File: config.mk
export PLATFORM = sky130hd
export DESIGN_NAME = nibble_word_packer
export DESIGN_NICKNAME = d
export VERILOG_FILES = /design/src/rtl/nibble_word_packer.sv
export SDC_FILE = /design/constraint.sdc
export NUM_CORES = 1
export LEC_CHECK = 0
export BUFFER_PORTS_ARGS = -buffer_cell sky130_fd_sc_hd__buf_2
export CORE_MARGIN = 8
export CORE_UTILIZATION = 37
export CTS_BUF_LIST = sky130_fd_sc_hd__clkbuf_16
export DETAILED_ROUTE_END_ITERATION = 12
export GPL_TIMING_DRIVEN = 0
export PLACE_DENSITY = 0.69
export SYNTH_ARGS = -nofsm -noshare
export SYNTH_HDL_FRONTEND = slang
export SYNTH_SLANG_ARGS = --single-unit
File: constraint.sdc
create_clock -name clk -period 3.17 [get_ports clk]
set_input_delay 0 -clock clk [delete_from_list [all_inputs] [get_ports clk]]
set_output_delay 0 -clock clk [all_outputs]
set_load 0.02 [all_outputs]
File: src/rtl/nibble_word_packer.sv
// nibble_word_packer
// Packs NIBS consecutive 4-bit nibbles into one zero-extended W-bit word.
// Nibble k of a word lands at bits [4k+3:4k]. An in_last flag flushes a
// partially filled word early. The completed word is held in registered
// output storage until downstream takes it over a valid/ready handshake.

module nibble_word_packer #(
    parameter int NIBS = 3,
    parameter int W    = 128
) (
    input  logic         clk,
    input  logic         rst_n,
    input  logic         in_valid,
    output logic         in_ready,
    input  logic [3:0]   in_nib,
    input  logic         in_last,
    output logic         out_valid,
    input  logic         out_ready,
    output logic [W-1:0] out_word,
    output logic [5:0]   out_count
);

    // The nibble counter needs at least one bit, even when NIBS is 1
    localparam int CW = (NIBS > 1) ? $clog2(NIBS) : 1;
    localparam logic [CW-1:0] LAST_CNT = CW'(NIBS - 1);

    logic [W-1:0]  acc;
    logic [CW-1:0] cnt;
    logic          accept;
    logic          transfer;
    logic          completing;
    logic [W-1:0]  nib_word;
    logic [W-1:0]  next_word;

    // The output register can take a new word when it is empty or is being
    // emptied this very cycle, which lets words flow back-to-back.
    assign in_ready   = !out_valid || out_ready;
    assign accept     = in_valid && in_ready;
    assign transfer   = out_valid && out_ready;
    assign completing = (cnt == LAST_CNT) || in_last;

    // Slots above cnt are always zero in acc, so OR-ing in the new nibble
    // gives the word as it stands after this nibble is added.
    assign nib_word  = W'(in_nib) << {cnt, 2'b00};
    assign next_word = acc | nib_word;

    // Accumulate nibbles and move a finished word into the output register;
    // a completing accept overrides the clearing caused by a transfer.
    always_ff @(posedge clk or negedge rst_n) begin
        if (!rst_n) begin
            acc       <= '0;
            cnt       <= '0;
            out_valid <= 1'b0;
            out_word  <= '0;
            out_count <= '0;
        end else begin
            if (transfer) begin
                out_valid <= 1'b0;
            end
            if (accept) begin
                if (completing) begin
                    out_word  <= next_word;
                    out_count <= 6'(cnt) + 6'd1;
                    out_valid <= 1'b1;
                    acc       <= '0;
                    cnt       <= '0;
                end else begin
                    acc <= next_word;
                    cnt <= cnt + CW'(1);
                end
            end
        end
    end

endmodule

[Word-level counts from Yosys, hierarchy flattened]
Index checks and enable logic that the tools add are counted.
Word-level totals
  flip-flop bits (word level): 265
  input bits: 9
  output and inout port bits: 136
  word-level logic and storage cells: 21
Cells by class
  add/subtract/negate cells: 2
  eq/ne operators: 1
  shifts and indexed selects: 1
  mux-type cells: 5
  bitwise gates (word level): 1
  reduce and logical (&&, ||, !) cells: 6
Operators with widths (number)
  two-way mux 128 bit: 1
  OR 128 bit: 1
  << shifter 4 x 4 -> 128 bit: 1
  adder 2 x 1 -> 3 bit, second input constant: 1
  two-way mux 1 bit: 3
  adder 2 x 1 -> 2 bit, second input constant: 1
  == test 2 bit, second input constant: 1
  logical AND 1 bit: 2
  logical OR 1 bit: 2
  two-way mux 2 bit: 1
  AND reduction 2 bit: 1
  zero test 1 bit: 1

[Depth between registers and ports, before layout]
  word-level depth: 4
  depth in mapped cells: 6
  mapped depth without buffers: 5

[Least setup slack after synthesis]
OpenSTA, ideal clock, no wires.
  path kind: register to register
  from: reg cnt[0]
  to: reg out_count[0]
  data arrival time: 1.414 ns
  data required time: 3.045 ns
  slack: 1.631 ns
  cell stages (with the launch flop): 6
  clock period less this slack: 1.539 ns
  cells stage by stage: dfrtp_1 > inv_1 > ha_1 > nor2_1 > or3_4 > mux2_4
Between the ends
  longest elaborated chain between the ends: 3
Ends and longest elaborated chain
  start, declared: line 28  | logic [CW-1:0] cnt;
  start signal, assigned: line 69  | cnt <= cnt + CW'(1);
  == test 2 bit: line 40  | assign completing = (cnt == LAST_CNT) || in_last;
  logical OR 1 bit: line 40
  AND reduction 2 bit (no line)
  end signal, assigned: line 63  | out_count <= 6'(cnt) + 6'd1;
  end, declared: line 20  | output logic [5:0] out_count
Several ways; a longest one is shown, not always the timed one.
A chain may end at the register's enable or synchronous reset.

[Worst setup path after layout]
  from: reg cnt[0]
  to: reg cnt[1]
Between the ends
  longest elaborated chain between the ends: 3
Ends and longest elaborated chain
  parallel branches: the longest is 2 deep, another holds adder 2 x 1 -> 2 bit
  two-way mux 2 bit *: line 61  | if (completing) begin
Every way passes the cells marked *.

==> run metrics <==
drt via density=3.66; post-synthesis sequential area ratio=37.0%; synth top area cells=sky130_fd_sc_hd__dfrtp_1, sky130_fd_sc_hd__buf_4, sky130_fd_sc_hd__mux2i_1; GRT busiest layer=met2; Post-Syn Instances=~270; met2 routing resource usage after global routing=between 10% and 20%; starting density of the core=38.1%; standby leakage power=0.00201 uW; leading post-synthesis cells by instance count=sky130_fd_sc_hd__buf_4, sky130_fd_sc_hd__dfrtp_1, sky130_fd_sc_hd__inv_1, sky130_fd_sc_hd__nor2_1; number of flops mapped to enable cells by yosys=0; total of flip-flops plus latches after synthesis=38; timing-limited maximum frequency=0.530 GHz; Final Hold Viols=0; total global-route track usage=11.0%; unrepaired setup endpoints after global routing=false; Final Max Tran Viols=0; met1 Resource Use GR=11.7%; share of flip-flops with an asynchronous set or reset after synthesis=100%; number of maximum-capacitance constraint violations=0; M3 GR Usage=under 10%; clock tree skew after final layout=0.00399 ns; clk sinks=38; gr ovfl total=0; power density relative to cell area=654 nW/um^2; Die Y-Extent=99.4 um; antenna violations before repair=0; total wirelength of the detailed-routed design=5670 um; average size of a mapped cell=9.45 sq um; kind of critical path=reg2reg; non-filler instance count after layout=501; maximum VDD drop=0.479 mV; count of port buffers added during placement=24; Worst slew margin=43.9%; core box area=6760 sq um; post-synthesis instance area=2570 sq um; count of warnings emitted by yosys=0; placed cell count=490; DRC Markers=0; flip-flop cell with the highest count after synthesis=sky130_fd_sc_hd__dfrtp_1; total half-perimeter wirelength after legalization and detailed placement=4620 um; die width=between 90 and 100 um; required time of the worst setup path=3.39 ns; CP Launch Type=flip-flop; Area after DPL=3220 sq um; deepest level of the CTS H-tree=2; final standard cell utilization of the core=50.9%; number of buffers added for setup after CTS=0; accumulated negative setup slack=0 ns; wire length of the first global-routing pass=around 8900 um; dominant cell type by area after synthesis=sky130_fd_sc_hd__dfrtp_1; later-pin clock latency in the skew report=0.28 ns; standard-cell rows=30; number of different library cells in the post-synthesis netlist=25; Max Fanout on Critical Path=8; kind of capture point of the worst setup path=flip-flop; clock tree from TritonCTS=built; number of detailed-route iterations in the first pass=4; # diodes=0; number of global-route vias before repair=approximately 1,700; smallest hold slack=0.0633 ns; signal arrival time at the worst endpoint=between 2 and 2.5 ns; maximum number of pins on one net before global-route repair=39; design area=3440 sq um; slowest cell delay on critical path=0.59 ns; buffer type at the clock tree root=sky130_fd_sc_hd__clkbuf_16; maximum clock path buffer count=2; slew at the pin closest to its max-slew limit=0.841 ns; die area=9870 sq um; Yosys top cell area share=37.0%; count of fill cells added during filler insertion=649; final critical-path share of the clock period=between 50 and 60%; setup violation total in the final timing report=0; result of the run=complete, no violations; crit path cell chain=inv_1, ha_1, o41ai_1, dlygate4sd3_1; worst min-delay path class=in2reg; Tmin final=1.89 ns; clock input transition at the sequential cells of the worst setup and hold paths=0.06 ns; routed via count=1,833; area growth from synthesis to layout=33.7%; final weighted congestion in routability-driven placement=0.767; routed len/inst=around 11 um; layout cell share with drive strength beyond 1=37.3%; number of buffers created by CTS=5; Ports=145; violation count after the first detailed-route iteration=between 40 and 50; slowest stage cell, crit path=sky130_fd_sc_hd__dlygate4sd3_1; number of routed nets with antenna violations=0; most frequently used cell type in the post-synthesis netlist=sky130_fd_sc_hd__buf_4; Post-layout nets=431
## worst paths after layout
| kind | start | endpoint | slack [ns] | depth (start not counted) |
|---|---|---|---|---|
| max | cnt[0] | cnt[1] | 1.28 | 4 |
| min | in_valid | acc[7] | 0.06 | 3 |
| max reg2reg | cnt[0] | cnt[1] | 1.28 | 4 |
| min reg2reg | out_count[2] | out_count[2] | 0.49 | 1 |
| max in group asynchronous | rst_n | out_count[2] | 2.28 | 2 |
| min in group asynchronous | rst_n | acc[1] | 0.37 | 2 |
## placed cells by master (no fill, tap or decap), drive strengths merged, types with 2 or more instances in the layout
cell         Yosys  final
a21oi           16     16
dlygate4sd3      0      3
clkbuf           8     13
nand2            2      2
a41oi           16     16
mux2             2      2
nor2b            3      3
ha               2      2
conb             1    115
mux2i           16     16
inv             19     19
bufinv           0      2
dfrtp           38     38
buf            121    145
nor2            18     18
o21ai            4      4
## power by group
group	switching (uW)	internal, uW	leakage [uW]	total, uW
Combinational	539	331	0.00142	870
Sequential	90.9	645	0.000497	736
Clock	193	448	0.0000915	641
Total	823	1420	0.00201	2250
## repair_timing
action                    CTS  global route
hold buffers                3             0
gates resized for setup     0             0
hold endpoints to repair   39             0
## worst max-delay path: cells and delay by family, from the launching register on
kind | cells | cell delay, ns
buffers and inverters | 2 | 0.68
DFF | 1 | 0.46
adders and majority gates | 1 | 0.32
AOI/OAI and AO/OA | 1 | 0.36
## metrics by stage
stage | total power (uW) | setup slack [ns]
3_5_place_dp | 1600 | 1.50
6_report | 2250 | 1.28
3_3_place_gp | 1590 | 1.51
4_1_cts | 2260 | 1.33
5_1_grt | 2380 | 1.22
2_1_floorplan | 1380 | 1.63
## metal layers
metal | up-vias | part of all wire, %
li1 | 950 | -
met1 | 785 | 40
met2 | 92 | 47
met3 | 6 | 12
met4 | 0 | 1.0
met5 | - | 0
## flip-flops by register name, summed over array words and instances, names as in the netlist
| name | count |
|---|---|
| acc | 16 |
| cnt | 2 |
| out_count | 3 |
| out_valid | 1 |
| out_word | 16 |
## logic make-up after synthesis
group           after synthesis  share of synthesized area (%)
buf+inv                     148                           39.4
compound gates               38                           9.98
flops                        38                           37.0
simple gates                 27                           5.26
mux                          18                           7.25
fa+ha+maj                     2                          0.973
other cells                   1                          0.146
## final cells by class
class | count | area (sq um) | area share (%)
buffer | 129 | 942 | 27.4
clock buffer | 5 | 125 | 3.64
clock inverter | 3 | 63.8 | 1.86
inverter | 19 | 71.3 | 2.07
multi-input combinational | 200 | 1030 | 30.1
sequential | 38 | 951 | 27.7
tap | 80 | 100 | 2.91
timing repair buffer | 27 | 150 | 4.37
(Power assumes the default switching activity.)
